## src/rtl/ltpi_pkg.sv

```systemverilog
// LTPI shared definitions: base frame layout, comma code points and frame geometry.
package ltpi_pkg;

   localparam int unsigned FRM_DATA_BYTES = 13;
   localparam int unsigned BYTE_W         = 8;

   // Offset of the last symbol (the CRC byte); a frame is frame_length+1 symbols.
   localparam logic [3:0] frame_length = 4'd15;

   // Comma characters (K28.5 / K28.6) as unencoded bytes.
   localparam logic [BYTE_W-1:0] K28_5 = 8'hBC;
   localparam logic [BYTE_W-1:0] K28_6 = 8'hDC;

   // CRC-8 generator x^8 + x^2 + x + 1, MSB first, zero init.
   localparam logic [BYTE_W-1:0] CRC8_POLY = 8'h07;

   typedef struct packed {
      logic [BYTE_W-1:0]                     comma_symbol;
      logic [BYTE_W-1:0]                     frame_subtype;
      logic [FRM_DATA_BYTES-1:0][BYTE_W-1:0] data;
   } LTPI_base_Frm_t;

   // Bit-reverse a byte (used for reflected CRC variants).
   function automatic logic [BYTE_W-1:0] bit_rev8(input logic [BYTE_W-1:0] b);
      logic [BYTE_W-1:0] r;
      for (int i = 0; i < 8; i++) begin
         r[i] = b[7-i];
      end
      return r;
   endfunction

endpackage

```

## src/rtl/crc8.sv

```systemverilog
// Byte-wide CRC-8 update step: returns the CRC after absorbing one data byte.
module crc8
   import ltpi_pkg::*;
(
   input  logic [7:0] crc_in,
   input  logic [7:0] data_in,
   output logic [7:0] crc_out_c
);

   logic [7:0] work_c;

   // Eight unrolled shift/XOR steps of the polynomial division.
   always_comb begin
      work_c = crc_in ^ data_in;
      for (int i = 0; i < 8; i++) begin
         if (work_c[7]) begin
            work_c = {work_c[6:0], 1'b0} ^ CRC8_POLY;
         end else begin
            work_c = {work_c[6:0], 1'b0};
         end
      end
      crc_out_c = work_c;
   end

endmodule

```

## src/rtl/encoder_8b10b.sv

```systemverilog
// 8b10b encoder: combinational 5b/6b and 3b/4b tables plus the running-disparity flop.
// code_c is abcdei_fghj with a in bit 9. Only K28.y control characters are supported.
module encoder_8b10b (
   input  logic       clk,
   input  logic       reset_n,
   input  logic       enc_en,
   input  logic [7:0] data_in,
   input  logic       k_in,
   output logic [9:0] code_c
);

   // RD- column of the 5b/6b table (abcdei).
   function automatic logic [5:0] enc6_neg(input logic [4:0] x);
      logic [5:0] c;
      case (x)
         5'd0:  c = 6'b100111;   5'd1:  c = 6'b011101;
         5'd2:  c = 6'b101101;   5'd3:  c = 6'b110001;
         5'd4:  c = 6'b110101;   5'd5:  c = 6'b101001;
         5'd6:  c = 6'b011001;   5'd7:  c = 6'b111000;
         5'd8:  c = 6'b111001;   5'd9:  c = 6'b100101;
         5'd10: c = 6'b010101;   5'd11: c = 6'b110100;
         5'd12: c = 6'b001101;   5'd13: c = 6'b101100;
         5'd14: c = 6'b011100;   5'd15: c = 6'b010111;
         5'd16: c = 6'b011011;   5'd17: c = 6'b100011;
         5'd18: c = 6'b010011;   5'd19: c = 6'b110010;
         5'd20: c = 6'b001011;   5'd21: c = 6'b101010;
         5'd22: c = 6'b011010;   5'd23: c = 6'b111010;
         5'd24: c = 6'b110011;   5'd25: c = 6'b100110;
         5'd26: c = 6'b010110;   5'd27: c = 6'b110110;
         5'd28: c = 6'b001110;   5'd29: c = 6'b101110;
         5'd30: c = 6'b011110;   default: c = 6'b101011;
      endcase
      return c;
   endfunction

   // RD- column of the data 3b/4b table (fghj), primary x.7.
   function automatic logic [3:0] enc4d_neg(input logic [2:0] y);
      logic [3:0] c;
      case (y)
         3'd0: c = 4'b1011;  3'd1: c = 4'b1001;
         3'd2: c = 4'b0101;  3'd3: c = 4'b1100;
         3'd4: c = 4'b1101;  3'd5: c = 4'b1010;
         3'd6: c = 4'b0110;  default: c = 4'b1110;
      endcase
      return c;
   endfunction

   // RD- column of the control 3b/4b table (K28.y).
   function automatic logic [3:0] enc4k_neg(input logic [2:0] y);
      logic [3:0] c;
      case (y)
         3'd0: c = 4'b1011;  3'd1: c = 4'b0110;
         3'd2: c = 4'b1010;  3'd3: c = 4'b1100;
         3'd4: c = 4'b1101;  3'd5: c = 4'b0101;
         3'd6: c = 4'b1001;  default: c = 4'b0111;
      endcase
      return c;
   endfunction

   logic       rd_q, rd_d;       // 1 = RD+
   logic [4:0] x5_c;
   logic [2:0] y3_c;
   logic [5:0] six_m_c, six_c;
   logic [3:0] four_m_c, four_c;
   logic       rd_mid_c, flip6_c, flip4_c, use_a7_c;

   // Table lookup in RD- form, then complement sub-blocks that alternate when RD+.
   always_comb begin
      x5_c     = data_in[4:0];
      y3_c     = data_in[7:5];
      six_m_c  = k_in ? 6'b001111 : enc6_neg(x5_c);
      flip6_c  = ($countones(six_m_c) != 3) || (!k_in && (x5_c == 5'd7));
      six_c    = (rd_q && flip6_c) ? ~six_m_c : six_m_c;
      rd_mid_c = ($countones(six_m_c) != 3) ? ~rd_q : rd_q;
      // Alternate x.7 avoids a run of five identical bits across the sub-block boundary.
      use_a7_c = !k_in && (y3_c == 3'd7) &&
                 ((!rd_mid_c && ((x5_c == 5'd17) || (x5_c == 5'd18) || (x5_c == 5'd20))) ||
                  ( rd_mid_c && ((x5_c == 5'd11) || (x5_c == 5'd13) || (x5_c == 5'd14))));
      if (k_in) begin
         four_m_c = enc4k_neg(y3_c);
      end else if (use_a7_c) begin
         four_m_c = 4'b0111;
      end else begin
         four_m_c = enc4d_neg(y3_c);
      end
      flip4_c  = k_in || ($countones(four_m_c) != 2) || (y3_c == 3'd3);
      four_c   = (rd_mid_c && flip4_c) ? ~four_m_c : four_m_c;
      rd_d     = rd_q;
      if (enc_en) begin
         rd_d = ($countones(four_m_c) != 2) ? ~rd_mid_c : rd_mid_c;
      end
      code_c   = {six_c, four_c};
   end

   // Running disparity advances only when a symbol is actually consumed.
   always_ff @(posedge clk or negedge reset_n) begin
      if (!reset_n) begin
         rd_q <= 1'b0;
      end else begin
         rd_q <= rd_d;
      end
   end

endmodule

```

## src/rtl/ltpi_phy_tx.sv

```systemverilog
// LTPI PHY transmit framer: snapshots a base frame, serialises comma/subtype/data/CRC
// one byte per symbol request, and 8b10b-encodes each byte into a registered output.
module ltpi_phy_tx
   import ltpi_pkg::*;
#(
   parameter int CRC_REFLECTOR = 0
) (
   input  logic           clk,
   input  logic           reset_n,
   input  logic           tx_enable,
   input  LTPI_base_Frm_t ltpi_frame_tx,
   input  logic           sym_req,
   output logic           frame_latched,
   output logic [3:0]     tx_frm_offset,
   output logic           phy_tx_dv,
   output logic [9:0]     phy_tx_out,
   output logic [7:0]     frame_crc
);

   typedef enum logic [0:0] {
      ST_IDLE = 1'b0,
      ST_SEND = 1'b1
   } state_e;

   state_e                                 state_q, state_d;
   logic [3:0]                             offset_q, offset_d;
   logic [BYTE_W-1:0]                      snap_sub_q, snap_sub_d;
   logic [FRM_DATA_BYTES-1:0][BYTE_W-1:0]  snap_data_q, snap_data_d;
   logic [7:0]                             crc_q, crc_d;
   logic [7:0]                             frame_crc_q, frame_crc_d;
   logic                                   dv_q, dv_d;
   logic [9:0]                             out_q, out_d;
   logic                                   latched_q, latched_d;

   logic                                   accept_c;
   logic [7:0]                             comma_c;
   logic [7:0]                             crc_tx_c;
   logic [7:0]                             tx_byte_c;
   logic                                   tx_k_c;
   logic [3:0]                             data_idx_c;
   logic [7:0]                             crc_data_c;
   logic [7:0]                             crc_next_c;
   logic [9:0]                             enc_code_c;

   assign accept_c = (state_q == ST_SEND) && sym_req;

   // Comma sanitising and CRC reflection on both the input byte and the transmitted result.
   always_comb begin
      comma_c = K28_5;
      if ((ltpi_frame_tx.comma_symbol == K28_5) || (ltpi_frame_tx.comma_symbol == K28_6)) begin
         comma_c = ltpi_frame_tx.comma_symbol;
      end
      crc_tx_c   = (CRC_REFLECTOR != 0) ? bit_rev8(crc_q) : crc_q;
      crc_data_c = (CRC_REFLECTOR != 0) ? bit_rev8(tx_byte_c) : tx_byte_c;
   end

   // Byte selection by frame offset; the comma comes live because the snapshot lands with it.
   always_comb begin
      tx_byte_c  = '0;
      tx_k_c     = 1'b0;
      data_idx_c = offset_q - 4'd2;
      case (offset_q)
         4'd0: begin
            tx_byte_c = comma_c;
            tx_k_c    = 1'b1;
         end
         4'd1:         tx_byte_c = snap_sub_q;
         frame_length: tx_byte_c = crc_tx_c;
         default:      tx_byte_c = snap_data_q[data_idx_c];
      endcase
   end

   crc8 u_crc8 (
      .crc_in    (crc_q),
      .data_in   (crc_data_c),
      .crc_out_c (crc_next_c)
   );

   encoder_8b10b u_enc (
      .clk     (clk),
      .reset_n (reset_n),
      .enc_en  (accept_c),
      .data_in (tx_byte_c),
      .k_in    (tx_k_c),
      .code_c  (enc_code_c)
   );

   // Next-state and output logic. crc_q is advanced on every payload accept, so at the
   // CRC offset it already holds the complete value even with back-to-back requests.
   always_comb begin
      state_d     = state_q;
      offset_d    = offset_q;
      snap_sub_d  = snap_sub_q;
      snap_data_d = snap_data_q;
      crc_d       = crc_q;
      frame_crc_d = frame_crc_q;
      dv_d        = 1'b0;
      out_d       = out_q;
      latched_d   = 1'b0;
      case (state_q)
         ST_IDLE: begin
            offset_d = '0;
            if (tx_enable) begin
               state_d = ST_SEND;
            end
         end
         ST_SEND: begin
            if (sym_req) begin
               dv_d  = 1'b1;
               out_d = enc_code_c;
               if (offset_q == 4'd0) begin
                  latched_d   = 1'b1;
                  snap_sub_d  = ltpi_frame_tx.frame_subtype;
                  snap_data_d = ltpi_frame_tx.data;
                  crc_d       = '0;
               end else if (offset_q == frame_length) begin
                  frame_crc_d = crc_tx_c;
               end else begin
                  crc_d = crc_next_c;
               end
               if (offset_q == frame_length) begin
                  offset_d = '0;
                  if (!tx_enable) begin
                     state_d = ST_IDLE;
                  end
               end else begin
                  offset_d = offset_q + 4'd1;
               end
            end
         end
         default: begin
            state_d  = ST_IDLE;
            offset_d = '0;
         end
      endcase
   end

   // State, snapshot, CRC and output registers.
   always_ff @(posedge clk or negedge reset_n) begin
      if (!reset_n) begin
         state_q     <= ST_IDLE;
         offset_q    <= '0;
         snap_sub_q  <= '0;
         snap_data_q <= '0;
         crc_q       <= '0;
         frame_crc_q <= '0;
         dv_q        <= 1'b0;
         out_q       <= '0;
         latched_q   <= 1'b0;
      end else begin
         state_q     <= state_d;
         offset_q    <= offset_d;
         snap_sub_q  <= snap_sub_d;
         snap_data_q <= snap_data_d;
         crc_q       <= crc_d;
         frame_crc_q <= frame_crc_d;
         dv_q        <= dv_d;
         out_q       <= out_d;
         latched_q   <= latched_d;
      end
   end

   assign frame_latched = latched_q;
   assign tx_frm_offset = offset_q;
   assign phy_tx_dv     = dv_q;
   assign phy_tx_out    = out_q;
   assign frame_crc     = frame_crc_q;

endmodule

```

## config.mk

```make
export PLATFORM = sky130hd
export DESIGN_NAME = ltpi_phy_tx
export DESIGN_NICKNAME = d
export VERILOG_FILES = /design/src/rtl/ltpi_pkg.sv /design/src/rtl/crc8.sv /design/src/rtl/encoder_8b10b.sv /design/src/rtl/ltpi_phy_tx.sv
export SDC_FILE = /design/constraint.sdc
export NUM_CORES = 1
export LEC_CHECK = 0
export CORE_UTILIZATION = 53
export DETAILED_ROUTE_END_ITERATION = 8
export GPL_TIMING_DRIVEN = 0
export HOLD_SLACK_MARGIN = 0.1
export PLACE_DENSITY = 0.81
export SLEW_MARGIN = 25
export SYNTH_ARGS = -nofsm -noshare
export SYNTH_HDL_FRONTEND = slang
export SYNTH_SLANG_ARGS = --single-unit
```

## constraint.sdc

```tcl
create_clock -name clk -period 8.35 [get_ports clk]
set_input_delay 1.67 -clock clk [delete_from_list [all_inputs] [get_ports clk]]
set_output_delay 1.67 -clock clk [all_outputs]
set_load 0.01 [all_outputs]
```

## After elaboration in Yosys (flattened, before gate mapping)

Memories as Yosys holds them, arrays and structs flattened.
Index checks and enable logic that the tools add are counted.

- Add/subtract/negate cells: 10
- Eq/ne operators: 22
- Mux-type cells: 35
- Bitwise logic cells: 15
- Reductions and logical operators: 25
- Magnitude comparators: 1

Operators by type and width:

| operator | count |
|---|---|
| $add A32 B32 Y32 | 3 |
| $ne A32 B3 Y1 const B | 2 |
| $pmux W4 S7 | 2 |
| $bmux W8 S4 | 1 |
| $mux W8 | 4 |
| $mux W3 | 8 |
| $not A3 Y3 | 8 |
| $pmux W8 S3 | 1 |
| $mux W4 | 5 |
| $eq A8 B8 Y1 const B | 2 |
| $eq A5 B4 Y1 const B | 3 |
| $eq A5 B5 Y1 const B | 3 |
| $eq A3 B3 Y1 const B | 4 |
| $mux W6 | 2 |
| $add A1 B1 Y2 | 5 |
| $mux W1 | 10 |
| $logic_or A1 B1 Y1 | 9 |
| $logic_and A1 B1 Y1 | 8 |
| $pmux W4 S2 | 1 |
| $xor A8 B8 Y8 | 1 |
| $eq A3 B2 Y1 const B | 2 |
| $not A6 Y6 | 1 |
| $reduce_and A3 Y1 | 2 |
| $eq A5 B3 Y1 const B | 1 |
| 15 further kinds | 20 |

- Input bits: 124
- Memories: 1
- Word-level logic and storage cells: 131
- ROM bits: 192
- Flip-flop bits (word level): 146

Memories:

| memory | depth | width | read ports | clocked after memory_dff | wr ports | RTL line | source |
|---|---|---|---|---|---|---|---|
| (name not given) | 32 | 6 | 1 | 0 | 0 | encoder_8b10b.sv:15 | `case (x)` |

## Longest topological paths before layout

An unclocked memory read counts as a cell.

- Depth in word-level cells: 24
- Mapped depth: 35
- Depth with buffers taken out: 32

## Hierarchy

Synthesis repeated with hierarchy kept, for this count alone.

- Cells, all modules: 618
- Area total of the unflattened synthesis: 8160.3 um^2

By module, submodules not included:

| module | cells each | instances | area each (um^2) | sequential area each (um^2) |
|---|---|---|---|---|
| ltpi_phy_tx | 476 | 1 | 7010.5 | 3628.5 |
| encoder_8b10b | 121 | 1 | 965.9 | 25.0 |
| crc8 | 21 | 1 | 183.9 | 0.0 |

## Least setup slack after synthesis

No wires, ideal clock.

- Path type: register -> register
- Start point: reg offset_q[1], in the netlist tx_frm_offset[1]
- End point: reg out_q[2], in the netlist phy_tx_out[2]
- Slack: 954 ps
- Cell stages (with the launch flop): 32
- Period minus slack after synthesis: 7396 ps
- Arrival time: 7271 ps
- Cells stage by stage: dfrtp_1 inv_1 ha_1 buf_2 buf_4 buf_2 a32oi_1 a31oi_1 a221o_1 ha_1 clkbuf_1 nor3_1 a21oi_1 o311ai_1 ha_1 fa_1 ha_1 nand2_1 nor3_1 xor2_1 nand4_1 or4b_1 a21oi_2 o21bai_1 nand2_1 nand2_1 ha_1 ha_1 fa_1 a41o_2 xnor2_1 mux2_2

- Longest elaborated chain between the ends: 24
- Elaborated cells on any way between the ends: 55
- Those cells by class: add/sub: 9; eq/ne: 17; mux: 11; bitwise: 1; reduce/logical: 16; memory: 1

Ends and longest elaborated chain:

| what | RTL line | source |
|---|---|---|
| start, declared | ltpi_phy_tx.sv:26 | `logic [3:0] offset_q, offset_d;` |
| start signal, assigned | ltpi_phy_tx.sv:152 | `offset_q <= offset_d;` |
| $sub A4 B2 Y4 | ltpi_phy_tx.sv:61 | `data_idx_c = offset_q - 4'd2;` |
| $bmux W8 S4 | ltpi_phy_tx.sv:69 | `default: tx_byte_c = snap_data_q[data_idx_c];` |
| $mux W8 (not written as such) | ltpi_phy_tx.sv:69 |  |
| $pmux W8 S3 | ltpi_phy_tx.sv:62 | `case (offset_q)` |
| $mem_v2 Z32 W6 | -- |  |
| $mux W6 | encoder_8b10b.sv:71 | `six_m_c = k_in ? 6'b001111 : enc6_neg(x5_c);` |
| $add A1 B1 Y2 (not written as such) | encoder_8b10b.sv:74 | `rd_mid_c = ($countones(six_m_c) != 3) ? ~rd_q : rd_q;` |
| $add A32 B32 Y32 (not written as such) (2 in a row) | encoder_8b10b.sv:74 |  |
| [... 6 more ...] | -- |  |
| $mux W4 | encoder_8b10b.sv:81 | `end else if (use_a7_c) begin` |
| $mux W4 | encoder_8b10b.sv:79 | `if (k_in) begin` |
| $add A1 B1 Y2 (not written as such) | encoder_8b10b.sv:86 | `flip4_c = k_in \|\| ($countones(four_m_c) != 2) \|\| (y3_c == 3'd3);` |
| $add A32 B32 Y32 (not written as such) | encoder_8b10b.sv:86 |  |
| $ne A32 B3 Y1 | encoder_8b10b.sv:86 |  |
| $logic_or A1 B1 Y1 (2 in a row) | encoder_8b10b.sv:86 |  |
| $logic_and A1 B1 Y1 | encoder_8b10b.sv:87 | `four_c = (rd_mid_c && flip4_c) ? ~four_m_c : four_m_c;` |
| $mux W4 * | encoder_8b10b.sv:87 |  |
| end signal, assigned | ltpi_phy_tx.sv:158 | `out_q <= out_d;` |
| end, declared | ltpi_phy_tx.sv:32 | `logic [9:0] out_q, out_d;` |

Mark *: on every way between the ends. The rest lies on a longest branch, timed or not. The select of a mux whose other input is x is not followed.
A chain may end at the register's enable or synchronous reset.

## Final worst setup path

- Start point: reg offset_q[0], in the netlist tx_frm_offset[0]
- End point: reg out_q[2], in the netlist phy_tx_out[2]

Same word-level chain as after synthesis.

==> impl_metrics.py <==
metrics = {
    "setup_path": {
        "crit_path_start": "tx_frm_offset[0]",
        "arrival_ns": 8.30,
        "slowest_delay_ns": 0.58,
        "crit-reg2reg-launch": "tx_frm_offset[0]",
        "cp_top_family": "adder cells",
        "cpMostUsedCell": "ha_1",
        "worstPathRequired_ns": 8.67,
        "path_class": "reg -> reg",
        "crit_slowest_cell": "dfrtp_1",
        "crit_path_start_kind": "register",
        "crit_buf_inv": 5,
        "end_kind": "register",
        "worst-path-max-fanout": 10,
    },
    "floorplanning": {
        "row_count": 44,
        "core_sq_um": 14500,
        "die_y_um": 124,
        "die_w_um": 124,
        "io_pins": 148,
        "initial_utilization": 0.543,
        "dieArea_sq_um": 15300,
    },
    "job": {
        "drv_cap": 0,
    },
    "drt": {
        "drt_iter0_drc": 385,
        "wirelength_um": 20100,
        "first_pass_iters": 5,
        "postRouteAntennaNets": 0,
        "vias_per_cell": 5.91,
        "drc": 0,
        "wl_per_cell_um": 20.4,
        "dr_total_vias": 5819,
    },
    "placement": {
        "place.gp.congestion": 0.907,
        "portBuffers": 146,
        "hpwl_um": 14800,
        "pre_cts_slack_ns": -0.272,
    },
    "worst_hold_path": {
        "hold_class": "reg -> reg",
        "min_from": "phy_tx_out[5]",
    },
    "global_routing": {
        "grt_use_total": 0.282,
        "grt_pass1_wl_um": 31800,
        "antenna_found_initial": 0,
        "grt_max_degree": 85,
        "grt_pass1_vias": 6074,
        "grt_overflow_total": 0,
    },
    "logic_synthesis": {
        "netlist_area_sq_um": 7860,
        "synth_edf_count": 0,
        "synth_cell_type_count": 74,
        "synth-seq-cells": 146,
        "yosys_most_used_dff": "dfrtp_1",
        "yosysSeqAreaShare": 0.465,
        "syn_avg_cell_area_sq_um": 12.7,
        "async_flop_share": 1.00,
        "ys_warn_count": 0,
        "syn_inst": 619,
        "synth_nets": 766,
    },
    "sta": {
        "clock-skew-final_ns": 0.00846,
        "drv_slew": 0,
        "worst_pin_slew_ns": 0.812,
        "max_slew_margin": 0.459,
        "setup_tns_ns": 0,
        "post-route-period-util": 0.956,
        "max_freq_mhz": 125,
        "whs_ns": 0.487,
        "layout_setup_ws_ns": 0.372,
        "layout_min_cycle_time_ns": 7.98,
        "finalHoldViolCount": 0,
        "setup-violations-final": 0,
    },
    "clock_tree": {
        "clock_sinks": 146,
        "cts-hold-fix-buffers": 0,
        "clkLatencyLatePin_ns": 0.44,
        "tritoncts": "done",
        "cts_buffers": 17,
        "clockBufferDepth": 2,
        "clk_pin_slew_ns": 0.06,
        "cts_max_level": 4,
        "clock-root-buffer": "clkbuf_16",
    },
    "layout": {
        "fin_util": 0.709,
        "drive_gt1_frac": 0.273,
        "antenna_cells": 0,
        "finalNetCount": 935,
        "synthToLayoutAreaGrowth_pct": 30.5,
    },
    "status": {
        "outcome": "finished, final reports clean",
    },
}
-- cells in the mapped netlist (9+ instances only) --
cell / number / area [sq um]
xnor2_1: 21 / 184
mux4_2: 15 / 338
inv_1: 9 / 33.8
nand3_1: 13 / 65.1
o21ai_0: 21 / 105
nand2_1: 29 / 109
nor2_1: 25 / 93.8
mux2_2: 125 / 1410
dfrtp_1: 146 / 3650
a21oi_1: 9 / 45.0
o21ai_1: 9 / 45.0
xor2_1: 14 / 123
buf_2: 9 / 45.0
ha_1: 20 / 250
clkbuf_1: 20 / 75.1
mux2i_1: 14 / 140
-- per-stage QoR --
stage	instances	area (sq um)
final	985	10300
after global placement	949	9560
after global routing	985	10300
after CTS	983	10200
after detailed placement	950	9590
after floorplan	619	7860
-- worst register-to-register path, delay by kind of cell, from the launching register on --
kind | cells | cell delay, ns
simple gates | 9 | 2.02
mux | 1 | 0.26
compound gates | 7 | 1.41
xor+xnor | 2 | 0.36
flops | 1 | 0.58
buf+inv | 5 | 1.00
fa+ha+maj | 7 | 2.25
-- metal layers --
layer,GRT usage,part of all wire
met5,0,0
met4,0.114,0.029
met3,0.0847,0.061
met2,0.472,0.50
met1,0.340,0.41
-- layout make-up --
class,count,area (sq um)
buffer,36,191
clock buffer,19,443
clock inverter,13,150
fill,1007,4220
inverter,10,37.5
multi-input combinational,427,4040
sequential,146,3650
tap,184,230
timing repair buffer,150,1520
-- kinds of logic after synthesis --
kind of cell | after synthesis | share of synthesized area
AOI/OAI and AO/OA | 96 | 0.0950
xor gates and xnor gates | 39 | 0.0496
adders and majority gates | 23 | 0.0395
buffers and inverters | 46 | 0.0286
DFF | 146 | 0.465
muxes | 158 | 0.252
and+or+nand+nor | 111 | 0.0710
-- final timing paths --
| kind | end | slack (ns) | depth (start not counted) |
|---|---|---|---|
| worst max-delay path | phy_tx_out[2] | 0.37 | 31 |
| worst min-delay path | phy_tx_out[5] | 0.49 | 2 |
| worst max register to register | phy_tx_out[2] | 0.37 | 31 |
| worst min register to register | phy_tx_out[5] | 0.49 | 2 |
| max in group asynchronous | snap_data_q[15] | 6.40 | 2 |
| min in group asynchronous | phy_tx_out[7] | 1.18 | 1 |
-- cells in the final DEF, fill, tap and decap left out, drive strengths merged, types with 5 or more instances in the layout --
master,netlist,layout
o21ai,30,30
clkdlybuf4s50,0,145
inv,10,15
mux2,126,126
and2,6,6
clkbuf,20,40
dfrtp,146,146
xnor2,21,21
nand3,13,13
nor2,26,26
or3,5,5
nor3,7,7
mux2i,14,14
nand2,29,29
buf,16,20
xor2,15,15
a22o,6,6
mux4,18,18
nor2b,7,7
ha,20,20
a21oi,12,12
-- registers in the layout (all words and copies together) (netlist names) --
register / count
snap_data_q: 104
phy_tx_out: 10
crc_q: 8
frame_crc: 8
snap_sub_q: 8
tx_frm_offset: 4
frame_latched: 1
phy_tx_dv: 1
state_q: 1
u_enc.rd_q: 1
-- what timing repair did --
action,CTS,global route
resized for setup,3,11
setup buffers,1,2
pin swaps,1,2
setup endpoints to repair,5,5
Power is left out: the tool's default activity adds up to more than one toggle a clock period on the data nets, which glitch-free logic cannot reach.
